**src/rtl/matmul_pkg.sv**
```systemverilog
// ---- matmul_pkg : shared FSM encoding and width helpers for matmul_engine ----
// ---- rev 1.0 ----------------------------------------------------------------
`default_nettype none

package matmul_pkg;

    typedef enum logic [3:0] {
        S_IDLE  = 4'b0001,
        S_RUN   = 4'b0010,
        S_DRAIN = 4'b0100,
        S_DONE  = 4'b1000
    } state_t;

    function automatic int clog2(input int v);
        int r;
        r = 0;
        for (int i = 0; i < 31; i++) begin
            if ((1 << i) < v) r = i + 1;
        end
        return r;
    endfunction

    function automatic int clog2_min1(input int v);
        int r;
        r = clog2(v);
        return (r < 1) ? 1 : r;
    endfunction

    // Headroom for summing K full-scale products without wrap-around.
    function automatic int acc_width(input int w, input int k);
        return 2 * w + clog2(k);
    endfunction

endpackage

`default_nettype wire

```
**src/rtl/matmul_mac_pipe.sv**
```systemverilog
// ---- mac_pipe : product register, accumulator and scale/saturate stage -----
// ---- rev 1.0 ----------------------------------------------------------------
`default_nettype none

module mac_pipe #(
    parameter int WIDTH      = 8,
    parameter int ACC_W      = 18,
    parameter int IDX_W      = 1,
    parameter int FRAC_SHIFT = 8,
    parameter int SATURATE   = 0
) (
    input  logic             clk,
    input  logic             rst_n,
    input  logic             i_valid,
    input  logic             i_first,
    input  logic             i_last,
    input  logic [IDX_W-1:0] i_idx,
    input  logic [WIDTH-1:0] i_a,
    input  logic [WIDTH-1:0] i_b,
    output logic             o_wr_en,
    output logic [IDX_W-1:0] o_wr_addr,
    output logic [WIDTH-1:0] o_wr_data
);

    localparam logic [ACC_W-1:0] c_MAX = {{(ACC_W-WIDTH){1'b0}}, {WIDTH{1'b1}}};

    logic               r_v1, r_f1, r_l1;
    logic [IDX_W-1:0]   r_idx1;
    logic               r_v2, r_f2, r_l2;
    logic [IDX_W-1:0]   r_idx2;
    logic [2*WIDTH-1:0] r_prod;
    logic [ACC_W-1:0]   r_acc;

    logic [ACC_W-1:0]   w_sum;
    logic [ACC_W-1:0]   w_shift;
    logic [WIDTH-1:0]   w_scaled;

    // First-k discards the previous dot product, so no bubble is needed between results.
    always_comb begin
        w_sum    = (r_f2 ? '0 : r_acc) + ACC_W'(r_prod);
        w_shift  = w_sum >> FRAC_SHIFT;
        w_scaled = w_shift[WIDTH-1:0];
        if ((SATURATE != 0) && (w_shift > c_MAX)) w_scaled = '1;
    end

    always_ff @(posedge clk or negedge rst_n) begin
        if (!rst_n) begin
            r_v1      <= 1'b0;
            r_f1      <= 1'b0;
            r_l1      <= 1'b0;
            r_idx1    <= '0;
            r_v2      <= 1'b0;
            r_f2      <= 1'b0;
            r_l2      <= 1'b0;
            r_idx2    <= '0;
            r_prod    <= '0;
            r_acc     <= '0;
            o_wr_en   <= 1'b0;
            o_wr_addr <= '0;
            o_wr_data <= '0;
        end else begin
            r_v1   <= i_valid;
            r_f1   <= i_first;
            r_l1   <= i_last;
            r_idx1 <= i_idx;

            r_v2   <= r_v1;
            r_f2   <= r_f1;
            r_l2   <= r_l1;
            r_idx2 <= r_idx1;
            r_prod <= {{WIDTH{1'b0}}, i_a} * {{WIDTH{1'b0}}, i_b};

            if (r_v2) r_acc <= w_sum;
            o_wr_en <= r_v2 && r_l2;
            if (r_v2 && r_l2) begin
                o_wr_addr <= r_idx2;
                o_wr_data <= w_scaled;
            end
        end
    end

endmodule

`default_nettype wire

```
**src/rtl/matmul_engine.sv**
```systemverilog
// ---- matmul_engine : pipelined RES = (A x B) >> FRAC_SHIFT over three RAMs --
// ---- rev 1.0 ----------------------------------------------------------------
`default_nettype none

module matmul_engine
    import matmul_pkg::*;
#(
    parameter int width      = 8,
    parameter int A_ROWS     = 2,
    parameter int A_COLS     = 4,
    parameter int B_COLS     = 1,
    parameter int FRAC_SHIFT = 8,
    parameter int SATURATE   = 0,
    localparam int A_DEPTH_BITS   = clog2_min1(A_ROWS * A_COLS),
    localparam int B_DEPTH_BITS   = clog2_min1(A_COLS * B_COLS),
    localparam int RES_DEPTH_BITS = clog2_min1(A_ROWS * B_COLS)
) (
    input  logic                      clk,
    input  logic                      resetn,
    input  logic                      Start,
    output logic                      Busy,
    output logic                      Done,
    output logic                      A_read_en,
    output logic [A_DEPTH_BITS-1:0]   A_read_address,
    input  logic [width-1:0]          A_read_data_out,
    output logic                      B_read_en,
    output logic [B_DEPTH_BITS-1:0]   B_read_address,
    input  logic [width-1:0]          B_read_data_out,
    output logic                      RES_write_en,
    output logic [RES_DEPTH_BITS-1:0] RES_write_address,
    output logic [width-1:0]          RES_write_data_in
);

    localparam int ACC_WIDTH = acc_width(width, A_COLS);
    localparam int RW = clog2_min1(A_ROWS);
    localparam int NW = clog2_min1(B_COLS);
    localparam int KW = clog2_min1(A_COLS);

    localparam logic [RW-1:0] c_R_LAST     = RW'(A_ROWS - 1);
    localparam logic [NW-1:0] c_N_LAST     = NW'(B_COLS - 1);
    localparam logic [KW-1:0] c_K_LAST     = KW'(A_COLS - 1);
    localparam logic [1:0]    c_DRAIN_LAST = 2'd2;

    state_t                    r_state;
    logic [1:0]                r_drain;
    logic [RW-1:0]             r_r;
    logic [NW-1:0]             r_n;
    logic [KW-1:0]             r_k;
    logic                      r_rd_en;
    logic                      r_first;
    logic                      r_last;
    logic [RES_DEPTH_BITS-1:0] r_idx;

    logic                      w_start;
    logic                      w_slot_last;
    logic [RW-1:0]             w_r_nxt;
    logic [NW-1:0]             w_n_nxt;
    logic [KW-1:0]             w_k_nxt;
    logic [A_DEPTH_BITS-1:0]   w_a_addr;
    logic [B_DEPTH_BITS-1:0]   w_b_addr;
    logic [RES_DEPTH_BITS-1:0] w_idx;

    // DONE accepts Start too, so a held Start chains runs without an idle cycle.
    always_comb begin
        w_start     = Start && ((r_state == S_IDLE) || (r_state == S_DONE));
        w_slot_last = (r_k == c_K_LAST) && (r_n == c_N_LAST) && (r_r == c_R_LAST);
        w_r_nxt     = r_r;
        w_n_nxt     = r_n;
        w_k_nxt     = r_k;
        if (w_start) begin
            w_r_nxt = '0;
            w_n_nxt = '0;
            w_k_nxt = '0;
        end else if (r_k == c_K_LAST) begin
            w_k_nxt = '0;
            if (r_n == c_N_LAST) begin
                w_n_nxt = '0;
                w_r_nxt = r_r + RW'(1);
            end else begin
                w_n_nxt = r_n + NW'(1);
            end
        end else begin
            w_k_nxt = r_k + KW'(1);
        end
        w_a_addr = A_DEPTH_BITS'(int'(w_r_nxt) * A_COLS + int'(w_k_nxt));
        w_b_addr = B_DEPTH_BITS'(int'(w_k_nxt) * B_COLS + int'(w_n_nxt));
        w_idx    = RES_DEPTH_BITS'(int'(w_r_nxt) * B_COLS + int'(w_n_nxt));
    end

    always_ff @(posedge clk or negedge resetn) begin
        if (!resetn) begin
            r_state        <= S_IDLE;
            r_drain        <= '0;
            r_r            <= '0;
            r_n            <= '0;
            r_k            <= '0;
            r_rd_en        <= 1'b0;
            r_first        <= 1'b0;
            r_last         <= 1'b0;
            r_idx          <= '0;
            A_read_address <= '0;
            B_read_address <= '0;
            Busy           <= 1'b0;
            Done           <= 1'b0;
        end else if (w_start || ((r_state == S_RUN) && !w_slot_last)) begin
            r_state        <= S_RUN;
            Busy           <= 1'b1;
            Done           <= 1'b0;
            r_rd_en        <= 1'b1;
            r_r            <= w_r_nxt;
            r_n            <= w_n_nxt;
            r_k            <= w_k_nxt;
            r_first        <= (w_k_nxt == '0);
            r_last         <= (w_k_nxt == c_K_LAST);
            r_idx          <= w_idx;
            A_read_address <= w_a_addr;
            B_read_address <= w_b_addr;
        end else begin
            case (r_state)
                S_IDLE: begin
                    Busy <= 1'b0;
                    Done <= 1'b0;
                end
                S_RUN: begin
                    r_state <= S_DRAIN;
                    r_rd_en <= 1'b0;
                    r_drain <= '0;
                end
                // Three cycles cover the RAM read, product and accumulate stages.
                S_DRAIN: begin
                    if (r_drain == c_DRAIN_LAST) begin
                        r_state <= S_DONE;
                        Done    <= 1'b1;
                    end else begin
                        r_drain <= r_drain + 2'd1;
                    end
                end
                S_DONE: begin
                    r_state <= S_IDLE;
                    Done    <= 1'b0;
                    Busy    <= 1'b0;
                end
                default: begin
                    r_state <= S_IDLE;
                    r_rd_en <= 1'b0;
                    Done    <= 1'b0;
                    Busy    <= 1'b0;
                end
            endcase
        end
    end

    assign A_read_en = r_rd_en;
    assign B_read_en = r_rd_en;

    mac_pipe #(
        .WIDTH      (width),
        .ACC_W      (ACC_WIDTH),
        .IDX_W      (RES_DEPTH_BITS),
        .FRAC_SHIFT (FRAC_SHIFT),
        .SATURATE   (SATURATE)
    ) u_mac_pipe (
        .clk       (clk),
        .rst_n     (resetn),
        .i_valid   (r_rd_en),
        .i_first   (r_first),
        .i_last    (r_last),
        .i_idx     (r_idx),
        .i_a       (A_read_data_out),
        .i_b       (B_read_data_out),
        .o_wr_en   (RES_write_en),
        .o_wr_addr (RES_write_address),
        .o_wr_data (RES_write_data_in)
    );

endmodule

`default_nettype wire

```
**config.mk**
```make
export PLATFORM = sky130hd
export DESIGN_NAME = matmul_engine
export DESIGN_NICKNAME = d
export VERILOG_FILES = /design/src/rtl/matmul_pkg.sv /design/src/rtl/matmul_mac_pipe.sv /design/src/rtl/matmul_engine.sv
export SDC_FILE = /design/constraint.sdc
export NUM_CORES = 1
export LEC_CHECK = 0
export ABC_AREA = 1
export CAP_MARGIN = 5
export CORE_ASPECT_RATIO = 1.1
export CORE_MARGIN = 1.5
export CORE_UTILIZATION = 55
export CTS_CLUSTER_DIAMETER = 80
export CTS_CLUSTER_SIZE = 14
export DETAILED_ROUTE_END_ITERATION = 12
export HOLD_SLACK_MARGIN = 0.02
export PLACE_DENSITY = 0.79
export SETUP_SLACK_MARGIN = 0.15
export SKIP_CTS_REPAIR_TIMING = 1
export SLEW_MARGIN = 5
export SYNTH_ARGS = -nofsm -noshare
export SYNTH_HDL_FRONTEND = slang
export SYNTH_SLANG_ARGS = --single-unit
```
**constraint.sdc**
```tcl
create_clock -name clk -period 2.5 [get_ports clk]
set_input_delay 0.5 -clock clk [delete_from_list [all_inputs] [get_ports clk]]
set_output_delay 0.5 -clock clk [all_outputs]
set_load 0.05 [all_outputs]
```
==> results of run 1 <==
-- cells by family (layout without fill, tap and decap cells) --
group / count (synthesis) / count (layout) / share of synthesized area [%]
and+or+nand+nor: 337 / 337 / 25.3
DFF: 68 / 68 / 29.9
adders and majority gates: 91 / 91 / 24.9
AOI/OAI and AO/OA: 48 / 48 / 4.53
buffers and inverters: 197 / 280 / 13.3
xor gates and xnor gates: 14 / 14 / 2.15
-- cell usage in the layout (no fill, tap or decap), types with 19 or more instances in the layout --
master and count:
ha_1 43, fa_1 34, nor2_1 35, nand3_1 39, inv_2 24, buf_4 43, dfrtp_1 66, clkdlybuf4s50_1 20
nand2_2 19, nand2_1 205, inv_1 150
-- worst max path at each step --
| stage | start | end | slack [ns] | cells after the start |
|---|---|---|---|---|
| 2_1_floorplan | B_read_data_out[4] | u_mac_pipe.r_prod[14] | -1.24 | 17 |
| 3_3_place_gp | A_read_data_out[6] | u_mac_pipe.r_prod[12] | -1.79 | 16 |
| 3_5_place_dp | A_read_data_out[4] | u_mac_pipe.r_prod[14] | -1.87 | 13 |
| 4_1_cts | A_read_data_out[4] | u_mac_pipe.r_prod[14] | -1.52 | 13 |
| 5_1_grt | B_read_data_out[5] | u_mac_pipe.r_prod[14] | -1.26 | 16 |
| 6_report | B_read_data_out[4] | u_mac_pipe.r_prod[12] | -1.14 | 16 |
-- registers in the layout, summed over array words and instances (netlist names), 2 cells and up --
register and count:
r_state 4, u_mac_pipe.o_wr_data 8, u_mac_pipe.r_prod 16, A_read_address 3, u_mac_pipe.r_acc 16, B_read_address 2
r_drain 2
-- Yosys cell counts (2+ instances only) --
library cell and n:
nand2_4 3, dfrtp_1 67, xor2_1 8, nand2_1 224
nor2_4 2, nor3_1 6, nand3b_1 2, o22ai_1 2
a31oi_1 2, o21ai_0 20, clkbuf_1 19, buf_4 2
nand2_2 5, nand4_1 4, o21ai_2 2, nand3_1 43
o21ai_1 2, ha_1 54, fa_1 37, a21oi_1 18
inv_1 173, nor2_1 40, xnor2_1 6
-- area by class of cell --
class	count	area share (%)
Multi-Input combinational cell	490	50.4
Sequential cell	68	24.0
Timing Repair Buffer	89	11.3
Inverter	175	9.36
Tap cell	120	2.12
Clock buffer	9	1.75
Clock inverter	7	1.06
-- critical path, delay by kind of cell --
family	cells	cell delay, ns
and+or+nand+nor	5	0.55
buffers and inverters	5	0.34
adders and majority gates	5	2.36
xor gates and xnor gates	1	0.17
-- layer usage --
layer  track usage (%)  vias to the layer above  part of all wire [%]
met5                 0                        -                     0
met4              9.46                        0                   2.5
met3              3.12                       30                   2.5
met2              43.9                      101                    53
met1              28.7                     2346                    42
li1                  -                     2416                     -
-- power groups by stage --
stage	combinational [W]	sequential (W)	clock (W)
after floorplan	0.00365	0.00217	0
after global placement	0.00508	0.00190	0
after detailed placement	0.00525	0.00192	0
after CTS	0.00531	0.00190	0.000938
after global routing	0.00641	0.00195	0.000983
final	0.00576	0.00190	0.000925
-- stage by stage --
step	worst slack, ns	utilization (%)	area [um2]
after floorplan	-1.24	-	5940
after global routing	-1.26	71.1	7100
after global placement	-1.79	65.9	6580
after detailed placement	-1.87	65.9	6580
after CTS	-1.52	67.9	6780
final	-1.14	71.1	7100
==> qor.txt, run 1 <==
status = complete, but fails checks
failing checks = setup timing
Hold Slack = 0.148 ns
port bufs = 37
reg2reg start = u_mac_pipe.r_f2
placed instance count = 933
Crit. End Element = register
Slew @ Worst Pin = 0.552 ns
worst setup margin = -1.14 ns
Clk Latency, worst-skew pair = 0.35 ns
RR Endpoint = u_mac_pipe.r_acc[12]
Congestion Overflow GR = 0
asr flop ratio synth = 100%
initial antenna violation count = 0
clock share of power = 10.8%
RSZ-0062 raised after global routing = yes
FMAX = 274 MHz
Critical-path top delay cell = fa_1
sequential share of power = 22.2%
Cell Rows = 38
Cell Count, Final, Fillers Out = 958
CTS max path bufs = 2
most frequent CP cell = fa_1
Die ar. = 11000 um2
layout cells sized above 1 = 21.6%
clk root buf = clkbuf_8
footprint of the multi-input gates = 3580 um2
Die Y = 110 um
power share of the combinational group = 67.1%
Post-synth EDFFs = 0
Post-Syn Instances = 755
I/O pin count = 38
Switching Share = 49.9%
WL final = 12900 um
Synth Cell Area = 5690 um2
P_sw = 0.00428 W
Clock transition at path regs = 0.09 ns
sequential-to-total area share from yosys stat = 29.9%
WL/cell = 13.5 um
final count of pins violating max slew = 0
initial detailed-routing violation count = 210
# setup viols final = 12
Post-DP HPWL = 9650 um
Final Hold Viols = 0
CTS tree = done
Yosys top cell area share = 29.5%
Reg2Reg Setup Slack = 0.36 ns
max incr delay on CP = 0.55 ns
Area contributors post-synth = dfrtp_1 (29%), nand2_1 (15%), fa_1 (13%)
Synth-to-Final Area Change = 24.6%
fill count = 756
Yosys top cell by area = dfrtp_1
Placeable Area = 9980 um2
post-route minimum period = 3.64 ns
routability-driven placement congestion ratio = 0.961
largest net degree at the start of global routing = 69
syn nets = 865
yosys warns = 0
Max-cap violations = 0
Layout Skew = 0.0134 ns
number of global-route vias before repair = 4872
Lkg Pwr = 4.11 nW
crit start category = input port
drt drc = 0
Crit Path Category = input port to register
Yosys cell types = 37
crit path max fanout = 4
n_diodes = 0
Fin Setup TNS = -10.56 ns
Final period util = 146%
Tot Pwr = 0.00858 W
Pwr Density = 1210 nW/um2
P_int = 0.00430 W
NumNets Final = 943
Via-to-Cell Ratio = 5.11
register area = 1700 um2
Top FF cell, synth = dfrtp_1
post-route ant nets = 0
Die X = 100 um
Rel. slew slack = 63.2%
Hold WC Path Type = input port to async pin
clock sink count = 68
Starting Density = 57.0%
global-route usage over all layers = 24.0%
IR drop worst, VDD = 0.652 mV
crit path DAT = 3.92 ns
Yosys reg bits = 68
H-tree Lvls = 3
reg2reg path depth = 12
total number of vias = 4893
syn avg cell area = 7.54 um2
CTS buffer count = 9
Worst Path Required = 2.77 ns
drt first pass iters = 4
first-pass GRT wire length = 21000 um
Cell Chain, Critical Path = buf_8 -> buf_6 -> nand2_4 -> inv_2 -> fa_1 -> fa_1 -> fa_1 -> inv_2 -> fa_1 -> inv_2 -> ha_4 -> nand2_2 -> nor2_2 -> nand3_1 -> nand3_1 -> xor2_1
(Power assumes the default switching activity.)
==> run 2, diff against run 1 <==
--- a/config.mk
+++ b/config.mk
@@ -9,14 +9,14 @@
 export CAP_MARGIN = 5
 export CORE_ASPECT_RATIO = 1.1
 export CORE_MARGIN = 1.5
-export CORE_UTILIZATION = 55
+export CORE_UTILIZATION = 25
 export CTS_CLUSTER_DIAMETER = 80
 export CTS_CLUSTER_SIZE = 14
 export DETAILED_ROUTE_END_ITERATION = 12
 export HOLD_SLACK_MARGIN = 0.02
-export PLACE_DENSITY = 0.79
+export MAX_ROUTING_LAYER = met4
+export PLACE_DENSITY = 0.44
 export SETUP_SLACK_MARGIN = 0.15
-export SKIP_CTS_REPAIR_TIMING = 1
 export SLEW_MARGIN = 5
 export SYNTH_ARGS = -nofsm -noshare
 export SYNTH_HDL_FRONTEND = slang
==> run 2 against run 1 <==
  * The run still ends with setup timing left
  * Clock power increased by 28%
  * Sequential power decreased by 3%
  * Setup slack improved by 0.14 ns
  * Global-route usage shrank 12 points
  * Wire length fell by 3.9%
  * Via count down 6.8%
  * Register-to-register slack better by 0.05 ns
  * Clock-buffer cell count rose by 1
  * Core utilization decreased by 38 points
  * Critical endpoint is now u_mac_pipe.r_prod[11]
  * Largest power group unchanged
  * Highest routed layer unchanged
==> qor.txt, run 2 (synthesized netlist as in run 1, its figures left out) <==
Post-DP HPWL = 9980 um
Via-to-Cell Ratio = 4.01
Reg2Reg Setup Slack = 0.41 ns
clock sink count = 68
placed instance area = 6820 um2
clk root buf = clkbuf_16
status = complete, but fails checks
most frequent cells in the layout = nand2_1 (199), inv_1 (153), dfrtp_1 (66), ha_1 (46), buf_4 (46)
GR Util met1 = 14.7%
grt met3 use = 1.47%
crit path DAT = 3.75 ns
number of global-route vias before repair = 4873
drt drc = 0
power share of the combinational group = 66.0%
FMAX = 285 MHz
Slew @ Worst Pin = 0.863 ns
final count of pins violating max slew = 0
Clock transition at path regs = 0.06 ns
Die ar. = 23700 um2
largest net degree at the start of global routing = 69
final instance area = 7440 um2
reg2reg path depth = 10
post-route minimum period = 3.50 ns
failing checks = setup timing
Synth-to-Final Area Change = 30.7%
Starting Density = 25.6%
Switching Share = 48.1%
n_diodes = 0
most common cell after layout, fill and taps aside = nand2_1
layout cells sized above 1 = 22.6%
initial antenna violation count = 0
CTS max path bufs = 2
largest registers = u_mac_pipe.r_acc: 16 flops, u_mac_pipe.r_prod: 16 flops, u_mac_pipe.o_wr_data: 8 flops
Fin Setup TNS = -9.82 ns
footprint of the multi-input gates = 3600 um2
port bufs = 37
first-pass GRT wire length = 22300 um
crit start category = input port
clock share of power = 13.2%
met2 Usage GRT = 20.2%
Pwr Density = 1200 nW/um2
I/O pin count = 38
worst setup path startpoint = B_read_data_out[5]
Crit. End Element = register
P_sw = 0.00429 W
routability-driven placement congestion ratio = 0.798
WL final = 12400 um
Worst Path Required = 2.75 ns
CTS tree = done
Lkg Pwr = 4.14 nW
Die X = 147 um
sequential share of power = 20.7%
NumNets Final = 946
Final period util = 140%
worst setup margin = -1.00 ns
Top Usage Layer GRT = met2
WL/cell = 10.9 um
Layout Skew = 0.00570 ns
reg2reg start = u_mac_pipe.r_f2
Clk Latency, worst-skew pair = 0.34 ns
Congestion Overflow GR = 0
RR Endpoint = u_mac_pipe.r_acc[14]
register area = 1700 um2
CTS buffer count = 9
post-layout util = 33.4%
drt first pass iters = 5
P_int = 0.00462 W
global-route usage over all layers = 12.0%
total number of vias = 4559
initial detailed-routing violation count = 162
Die Y = 161 um
Placeable Area = 22300 um2
RSZ-0062 raised after global routing = yes
H-tree Lvls = 3
fill count = 2387
Crit Path Category = input port to register
post-route ant nets = 0
# setup viols final = 12
Max-cap violations = 0
IR drop worst, VDD = 0.449 mV
Hold WC Path Type = input port to async pin
Rel. slew slack = 42.5%
crit path max fanout = 4
Cell Rows = 57
cts-stage hold buffer count = 0
Final Hold Viols = 0
Hold Slack = 0.273 ns
[run 2: metrics by stage]
stage	worst slack (ns)	total power [W]	cells
after detailed placement	-1.85	0.00725	1111
after CTS	-1.07	0.00876	1131
after global placement	-1.85	0.00723	1111
final	-1.00	0.00891	1136
after floorplan	-1.24	0.00582	755
after global routing	-1.13	0.00990	1136
[run 2: worst max path at each step]
stage                            end  slack, ns
2_1_floorplan  u_mac_pipe.r_prod[14]      -1.24
3_3_place_gp   u_mac_pipe.r_prod[14]      -1.85
3_5_place_dp   u_mac_pipe.r_prod[14]      -1.85
4_1_cts        u_mac_pipe.r_prod[15]      -1.07
5_1_grt        u_mac_pipe.r_prod[14]      -1.13
6_report       u_mac_pipe.r_prod[11]      -1.00
[run 2: layout make-up]
cell class	instances	area share, %
Multi-Input combinational cell	490	48.4
Timing Repair Buffer	92	11.1
Clock buffer	10	3.21
Tap cell	295	4.96
Sequential cell	68	22.9
Clock inverter	6	0.521
Inverter	175	8.93
[run 2: power groups by stage]
stage	registers (W)	logic, W	clock network [W]
floorplan	0.00217	0.00365	0
global placement	0.00187	0.00536	0
detailed placement	0.00187	0.00538	0
CTS	0.00186	0.00566	0.00124
global route	0.00191	0.00672	0.00127
finish	0.00185	0.00588	0.00118
[run 2: what timing repair did]
item / 4_1_cts / 5_1_grt
setup endpoints to repair: 13 / 29
gates resized for setup: 109 / 62
setup buffers: 4 / 5
pin swaps: 32 / 34
[run 2: layer usage]
layer	wire length [um]	vias to the layer above
met5	0	-
met3	201	20
met1	6030	2076
li1	-	2421
met4	215	0
met2	5950	42
[run 2: critical path: stages]
cell	delay (ns)
buf_4	0.13
buf_4	0.15
nand2_2	0.06
fa_2	0.44
fa_1	0.51
fa_1	0.50
fa_1	0.49
inv_1	0.06
ha_4	0.31
a21oi_4	0.07
o211ai_1	0.24
nor2_1	0.09
xnor2_1	0.19
==> run 3, diff against run 2 <==
--- a/config.mk
+++ b/config.mk
@@ -7,15 +7,18 @@
 export LEC_CHECK = 0
 export ABC_AREA = 1
 export CAP_MARGIN = 5
+export CELL_PAD_IN_SITES_DETAIL_PLACEMENT = 1
+export CELL_PAD_IN_SITES_GLOBAL_PLACEMENT = 1
 export CORE_ASPECT_RATIO = 1.1
 export CORE_MARGIN = 1.5
 export CORE_UTILIZATION = 25
 export CTS_CLUSTER_DIAMETER = 80
 export CTS_CLUSTER_SIZE = 14
 export DETAILED_ROUTE_END_ITERATION = 12
+export GPL_ROUTABILITY_DRIVEN = 0
 export HOLD_SLACK_MARGIN = 0.02
 export MAX_ROUTING_LAYER = met4
-export PLACE_DENSITY = 0.44
+export PLACE_DENSITY = 0.54
 export SETUP_SLACK_MARGIN = 0.15
 export SLEW_MARGIN = 5
 export SYNTH_ARGS = -nofsm -noshare
==> run 3 against run 2 <==
  * The run still ends with setup timing left
  * Clock skew is 0.00090 ns higher
  * Setup slack worse by 0.069 ns
  * Register-to-register slack got worse by 0.07 ns
  * Clock-buffer cell count unchanged
  * Flip-flop and latch count unchanged
  * Wire length grew 15%
  * Die area is the same
  * Critical path depth grew 3
  * Non-clock buffer count grew 14
  * Critical path type unchanged
  * Highest routed layer unchanged
==> qor.txt, run 3 (synthesized netlist as in run 1, its figures left out) <==
total number of vias = 4786
largest registers = u_mac_pipe.r_acc: 16 flops, u_mac_pipe.r_prod: 16 flops, u_mac_pipe.o_wr_data: 8 flops
Hold WC Path Type = input port to async pin
n_diodes = 0
Post-DP HPWL = 11500 um
post-route minimum period = 3.57 ns
post-route ant nets = 0
Starting Density = 25.6%
WL/cell = 12.4 um
Die ar. = 23700 um2
I/O pin count = 38
failing checks = setup timing
IR drop worst, VDD = 0.480 mV
Top Layer Used = met4
CTS buffer count = 9
crit path DAT = 3.79 ns
Crit. End Element = register
RSZ-0062 raised after global routing = yes
drt drc = 0
Die Y = 161 um
final count of pins violating max slew = 0
Die X = 147 um
# setup viols final = 12
H-tree Lvls = 3
metal3 WL = 216 um
Placement Setup Slack = -1.93 ns
most frequent cells in the layout = nand2_1 (198), inv_1 (149), dfrtp_1 (66), ha_1 (45), buf_4 (44)
CTS max path bufs = 2
number of global-route vias before repair = 5247
Worst Path Required = 2.72 ns
clk root buf = clkbuf_16
Layout Skew = 0.00660 ns
Final Hold Viols = 0
reg2reg path depth = 12
Congestion Overflow GR = 0
initial detailed-routing violation count = 100
Reg2Reg Setup Slack = 0.34 ns
RR Endpoint = u_mac_pipe.o_wr_data[4]
initial antenna violation count = 0
port bufs = 37
post-layout util = 34.4%
Max-cap violations = 0
most common cell after layout, fill and taps aside = nand2_1
CTS tree = done
fill count = 2725
crit path max fanout = 4
WL final = 14200 um
drt first pass iters = 4
crit start category = input port
largest net degree at the start of global routing = 69
M1 WL = 6520 um
Pwr Density = 1200 nW/um2
met2 WL = 7260 um
Clk Latency, worst-skew pair = 0.34 ns
NumNets Final = 960
Slew @ Worst Pin = 0.873 ns
layout cells sized above 1 = 24.2%
FMAX = 280 MHz
Via-to-Cell Ratio = 4.16
Rel. slew slack = 41.8%
Clock transition at path regs = 0.06 ns
Placeable Area = 22300 um2
clock sink count = 68
cts-stage hold buffer count = 0
global-route usage over all layers = 13.6%
Crit Path Category = input port to register
status = complete, but fails checks
Cell Rows = 57
first-pass GRT wire length = 25200 um
Final period util = 143%
Synth-to-Final Area Change = 34.5%
worst setup margin = -1.07 ns
Lkg Pwr = 4.24 nW
reg2reg start = u_mac_pipe.r_f2
## run 3: cell types whose count changed in the layout (fill, tap and decap cells not counted), moves of 2 or more
cell / before / now
buf_4: 46 / 44
buf_6: 20 / 34
buf_8: 2 / 4
clkinv_4: 0 / 2
fa_1: 32 / 34
fa_2: 5 / 3
ha_4: 6 / 8
inv_1: 153 / 149
inv_2: 21 / 25
## run 3: worst max path at each step
stage,startpoint,end,cells past startpoint
6_report,A_read_data_out[5],u_mac_pipe.r_prod[13],16
5_1_grt,A_read_data_out[3],u_mac_pipe.r_prod[15],15
4_1_cts,A_read_data_out[2],u_mac_pipe.r_prod[15],17
3_5_place_dp,A_read_data_out[4],u_mac_pipe.r_prod[14],17
3_3_place_gp,B_read_data_out[6],u_mac_pipe.r_prod[15],16
2_1_floorplan,B_read_data_out[4],u_mac_pipe.r_prod[14],17
## run 3: report_power, final
| part | switching [W] | total, W | internal, W |
|---|---|---|---|
| Combinational | 0.00363 | 0.00608 | 0.00244 |
| Clock | 0.000486 | 0.00126 | 0.000771 |
| Sequential | 0.000275 | 0.00187 | 0.00160 |
## run 3: final cells by class
type                            count  area, um2  share of cell area (%)
Inverter                          175        664                    8.68
Sequential cell                    68       1710                    22.3
Clock buffer                       10        229                    2.99
Tap cell                          295        369                    4.82
Multi-Input combinational cell    490       3620                    47.2
Timing Repair Buffer              106       1000                    13.1
Clock inverter                      6       65.1                   0.850
## run 3: per-layer routing
layer | global-route usage, % | vias up
met5 | - | -
met4 | 4.32 | 0
met2 | 24.1 | 47
met1 | 16.2 | 2271
li1 | - | 2452
met3 | 1.61 | 16
## run 3: repair_timing
action | in CTS | in global routing
setup endpoints to repair | 13 | 31
pin swaps | 40 | 31
gates resized for setup | 155 | 34
setup buffers | 14 | 6
## run 3: worst max-delay path: stages
cell     delay (ns)
buf_8          0.10
buf_6          0.11
buf_6          0.12
nand2_4        0.05
fa_1           0.43
fa_1           0.47
fa_1           0.51
fa_1           0.53
inv_2          0.05
ha_4           0.27
a21oi_4        0.16
buf_4          0.13
o21ai_2        0.04
nand2_1        0.08
nand3_2        0.07
xor2_1         0.16
## run 3: per-stage QoR
step                      total power [W]  setup TNS (ns)  hold slack [ns]  cells  instance area [um2]
final                             0.00921          -10.38            0.245   1150                 7650
after global routing               0.0102          -11.75            0.341   1150                 7650
after CTS                         0.00919          -10.62            0.311   1144                 7490
after detailed placement          0.00741          -21.08            0.336   1114                 6840
after global placement            0.00733          -20.47            0.334   1114                 6840
after floorplan                   0.00582          -11.45            0.204    755                 5940
